## config.mk

```make
export PLATFORM = sky130hd
export DESIGN_NAME = video_timing_gen
export DESIGN_NICKNAME = d
export VERILOG_FILES = /design/src/rtl/video_timing_gen.sv
export SDC_FILE = /design/constraint.sdc
export NUM_CORES = 1
export LEC_CHECK = 0
export CAP_MARGIN = 20
export CORE_ASPECT_RATIO = 1.2
export CORE_MARGIN = 1
export CORE_UTILIZATION = 41
export DETAILED_ROUTE_END_ITERATION = 10
export PLACE_DENSITY_LB_ADDON = 0.3
export SYNTH_ARGS = -nofsm -noshare
export SYNTH_HDL_FRONTEND = slang
export SYNTH_SLANG_ARGS = --single-unit
```

## constraint.sdc

```tcl
create_clock -name clk -period 3.5 [get_ports clk]
set_clock_uncertainty 0.2 [all_clocks]
set_input_delay 0.7 -clock clk [delete_from_list [all_inputs] [get_ports clk]]
set_output_delay 0.7 -clock clk [all_outputs]
set_load 0.01 [all_outputs]
```

## src/rtl/video_timing_gen.sv

```systemverilog
// Raster timing generator: free-running h/v counters with registered pixel
// coordinates, data enable, sync pulses and line/frame strobes.
module video_timing_gen #(
  parameter int H_ACTIVE = 1024,
  parameter int H_FP     = 160,
  parameter int H_SYNC   = 20,
  parameter int H_BP     = 140,
  parameter int V_ACTIVE = 600,
  parameter int V_FP     = 12,
  parameter int V_SYNC   = 3,
  parameter int V_BP     = 20,
  parameter bit HS_POL   = 1'b0,
  parameter bit VS_POL   = 1'b0
) (
  input  logic        clk,
  input  logic        rst_n,
  input  logic        en,
  output logic [11:0] x,
  output logic [11:0] y,
  output logic        de,
  output logic        hsync,
  output logic        vsync,
  output logic        line_start,
  output logic        frame_start
);

  localparam int H_TOTAL = H_ACTIVE + H_FP + H_SYNC + H_BP;
  localparam int V_TOTAL = V_ACTIVE + V_FP + V_SYNC + V_BP;

  generate
    if (H_TOTAL > 4096 || V_TOTAL > 4096) begin : g_bad_totals
      $error("video_timing_gen: H_TOTAL/V_TOTAL must not exceed 4096");
    end
  endgenerate

  // 13-bit band limits so a 4096-wide raster cannot wrap the comparisons.
  localparam logic [12:0] H_LAST   = 13'(H_TOTAL - 1);
  localparam logic [12:0] V_LAST   = 13'(V_TOTAL - 1);
  localparam logic [12:0] H_ACT    = 13'(H_ACTIVE);
  localparam logic [12:0] V_ACT    = 13'(V_ACTIVE);
  localparam logic [12:0] HS_BEG   = 13'(H_ACTIVE + H_FP);
  localparam logic [12:0] HS_END   = 13'(H_ACTIVE + H_FP + H_SYNC);
  localparam logic [12:0] VS_BEG   = 13'(V_ACTIVE + V_FP);
  localparam logic [12:0] VS_END   = 13'(V_ACTIVE + V_FP + V_SYNC);

  logic [11:0] h_cnt, v_cnt;
  logic [11:0] h_nxt, v_nxt;
  logic [12:0] h_ext, v_ext;
  logic        de_nxt, hs_act, vs_act;

  always_comb begin
    h_nxt = h_cnt + 12'd1;
    v_nxt = v_cnt;
    if (h_cnt == H_LAST[11:0]) begin
      h_nxt = 12'd0;
      v_nxt = (v_cnt == V_LAST[11:0]) ? 12'd0 : v_cnt + 12'd1;
    end
    h_ext  = {1'b0, h_nxt};
    v_ext  = {1'b0, v_nxt};
    de_nxt = (h_ext < H_ACT) && (v_ext < V_ACT);
    hs_act = (h_ext >= HS_BEG) && (h_ext < HS_END);
    // vsync depends on v only, so its edges land on h==0 automatically.
    vs_act = (v_ext >= VS_BEG) && (v_ext < VS_END);
  end

  always_ff @(posedge clk) begin
    if (!rst_n) begin
      h_cnt       <= H_LAST[11:0];
      v_cnt       <= V_LAST[11:0];
      x           <= 12'd0;
      y           <= 12'd0;
      de          <= 1'b0;
      hsync       <= ~HS_POL;
      vsync       <= ~VS_POL;
      line_start  <= 1'b0;
      frame_start <= 1'b0;
    end else if (en) begin
      h_cnt       <= h_nxt;
      v_cnt       <= v_nxt;
      x           <= h_nxt;
      y           <= v_nxt;
      de          <= de_nxt;
      hsync       <= hs_act ? HS_POL : ~HS_POL;
      vsync       <= vs_act ? VS_POL : ~VS_POL;
      line_start  <= (h_nxt == 12'd0);
      frame_start <= (h_nxt == 12'd0) && (v_nxt == 12'd0);
    end
  end

endmodule

```

==> results.md <==
* YS warnings at 0
* Ratio of cells with drive above 1 in the final layout at 8.05%
* Max Slew Vio Count at 0
* Avg Cell Area, Syn at 7.92 µm²
* Root Driver: clkbuf_8
* Final net count at 353
* Worst EP arrival at 3.25 ns
* CTS Hold Buffers Added at 0
* Worst setup margin at 0.230 ns
* Worst-skew pair later-pin latency at 0.29 ns
* Reg2reg end: vsync
* Area leader, netlist: dfxtp_1
* Cells after synthesis at 337
* Reg power frac at 44.7%
* EDFF count, synth at 0
* Mapped Nets at 343
* Synth unique cells at 59
* Placed Area at 0.00290 mm²
* Yosys reg bits at 43
* Crit start category: flop
* Vias in the first global route at 2182
* HPWL Detailed at 4360 µm
* Period minus WS final at 3.27 ns
* Clock-pin slew on the worst setup and hold paths at 0.08 ns
* DR DRC count at 0
* Outcome: finished, final reports clean
* Commonest non-fill, non-tap cell in the layout: nand2_1
* Post-cts sizing count at 0
* Die H at 90.4 µm
* Top FF cell, synth: dfxtp_1
* Clk buf depth at 2
* Total GRT Usage at 18.3%
* WP data required at 3.48 ns
* Starting Density at 43.3%
* Gr ovfl total at 0
* Max-cap viol count at 0
* Final non-filler cell total at 430
* Most frequent cells in the layout: 45 x nand2_1, 43 x dfxtp_1, 31 x clkdlybuf4s50_1, 24 x o21ai_0, 19 x nor2_1
* Internal Power at 0.000874 W
* DRT antenna net count at 0
* R2R depth at 7
* Final setup fails at 0
* Initial antenna violation count at 0
* Reg2reg setup slack at 0.23 ns
* CORE AREA at 0.00617 mm²
* Synth top area share at 32.3%
* CTS sink cnt at 43
* CTS tree: done
* Switch share at 32.3%
* Area grow syn2layout at 12.4%
* Relative slew slack at 54.7%
* Drt pass-1 iters at 4
* DIE AREA at 0.00683 mm²
* Inserted Diodes at 0
* Num rows at 31
* Worst Tran Pin Value at 0.662 ns
* H-tree Lvls at 2
* Post-Place Setup Slack at 0.258 ns
* Total routed wirelength at 6030 µm
* Setup TNS Final at 0 ns
* Power, Total at 0.00129 W
* Capture point of the critical path: vsync
* Largest net degree at the start of global routing at 43
* Hold crit path type: reg -> reg
* Io pins at 32
* Power Density at 430 mW/mm²
* P_sw at 0.000417 W
* Static Leak at 1.15 nW
* Fin crit share at 93.4%
* R2R Path Start: x[11]
* Unrepaired setup endpoints after global routing: false
* Total CTS buffers at 5
* Cell count after placement at 422
* Die X at 75.6 µm
* CP Capture Type: flop
* Crit Path Max Fanout at 11
* First-pass GRT wire length at 9850 µm
* CP Launch Point: x[11]
* Clock share of power at 26.8%
* Synth Cell Area at 0.00267 mm²
* Post-CTS Setup Bufs at 0
* Iter 0 DRT Violations at 169
* Sequential fraction of the synthesis area at 32.3%
* Max Clk Rate at 306 MHz
* Peak VDD IR at 0.237 mV
* Total number of vias at 2378
* Post-synth ARST share at 0%
* Area contributors post-synth: dfxtp_1 32%, nand2_1 6.3%, xnor2_1 4.6%, o21ai_0 4.5%, a21boi_0 4.2%
* Logic pwr share at 28.5%
* IO Port Bufs at 31
* Design area at 0.00300 mm²
* Vias per inst at 5.53
* WL/cell at 14.0 µm
* CP Class: reg -> reg
* Routability cong. at 0.965
* Endpoints failing hold at 0
[critical path, cell delays in order (launching register included)]
cell	delay, ns
dfxtp_1	0.36
or4_1	0.64
or4_4	0.62
or3_4	0.40
a21oi_4	0.18
nand2_1	0.06
or4_1	0.40
o31a_1	0.29
[cell usage after synthesis (all sizes together) (3+ instances only)]
cell type and number:
nor2b 3, nand2 45, o22ai 3, clkbuf 15
a21oi 15, o211a 4, o31ai 3, or4 5
buf 23, or3 6, a21boi 15, ha 3
nand3 10, nor3 7, and3 6, nor2 19
and2 11, o21a 3, nand2b 3, nand4 10
dfxtp 43, o21ai 24, o211ai 3, nand3b 3
xnor2 14, inv 8, a31oi 4
[power groups by stage]
stage	Combinational, W	Clock (W)	Sequential [W]
finish	0.000368	0.000346	0.000577
floorplan	0.000264	0	0.000575
global placement	0.000367	0	0.000586
global route	0.000404	0.000379	0.000583
detailed placement	0.000368	0	0.000588
CTS	0.000370	0.000359	0.000576
[final cells by class]
cell class,instances,area (µm²)
fill,597,3170
tap,82,103
inverter,8,30.0
multi-input combinational,247,1510
sequential,43,861
timing repair buffer,42,393
clock buffer,8,100
[state kept, by name (all words and copies together) (netlist names)]
name and count:
vsync 1, x 12, hsync 1, frame_start 1, h_cnt 8, v_cnt 6
line_start 1, y 12, de 1
[stage by stage]
stage	hold slack, ns	util, %
after floorplan	0.277	-
after global placement	0.246	47.0
after detailed placement	0.249	47.0
after CTS	0.262	48.6
after global routing	0.303	48.6
final	0.256	48.6
[routing by layer]
metal / part of all wire, % / routed length, µm / track usage [%]
met5: 0 / 0 / 0
met4: 2.9 / 175 / 8.18
met3: 3.7 / 222 / 3.01
met2: 50 / 3010 / 30.4
met1: 44 / 2630 / 22.5
[worst min path at each step]
stage	cells after the start	startpoint	slack [ns]	to
after global placement	2	de	0.25	de
after detailed placement	2	de	0.25	de
after global routing	2	y[9]	0.30	y[9]
after CTS	2	de	0.26	de
final	2	de	0.26	de
after floorplan	2	de	0.28	de
[kinds of logic after synthesis]
logic type | after synthesis | share of synthesized area [%]
flip-flops | 43 | 32.3
XOR/XNOR | 15 | 4.93
AND/OR/NAND/NOR | 139 | 27.5
buffers and inverters | 47 | 11.0
multiplexers | 1 | 0.375
adder cells (fa/ha/maj) | 3 | 1.41
AO/OA/AOI/OAI | 89 | 22.5
(Power assumes the default switching activity.)
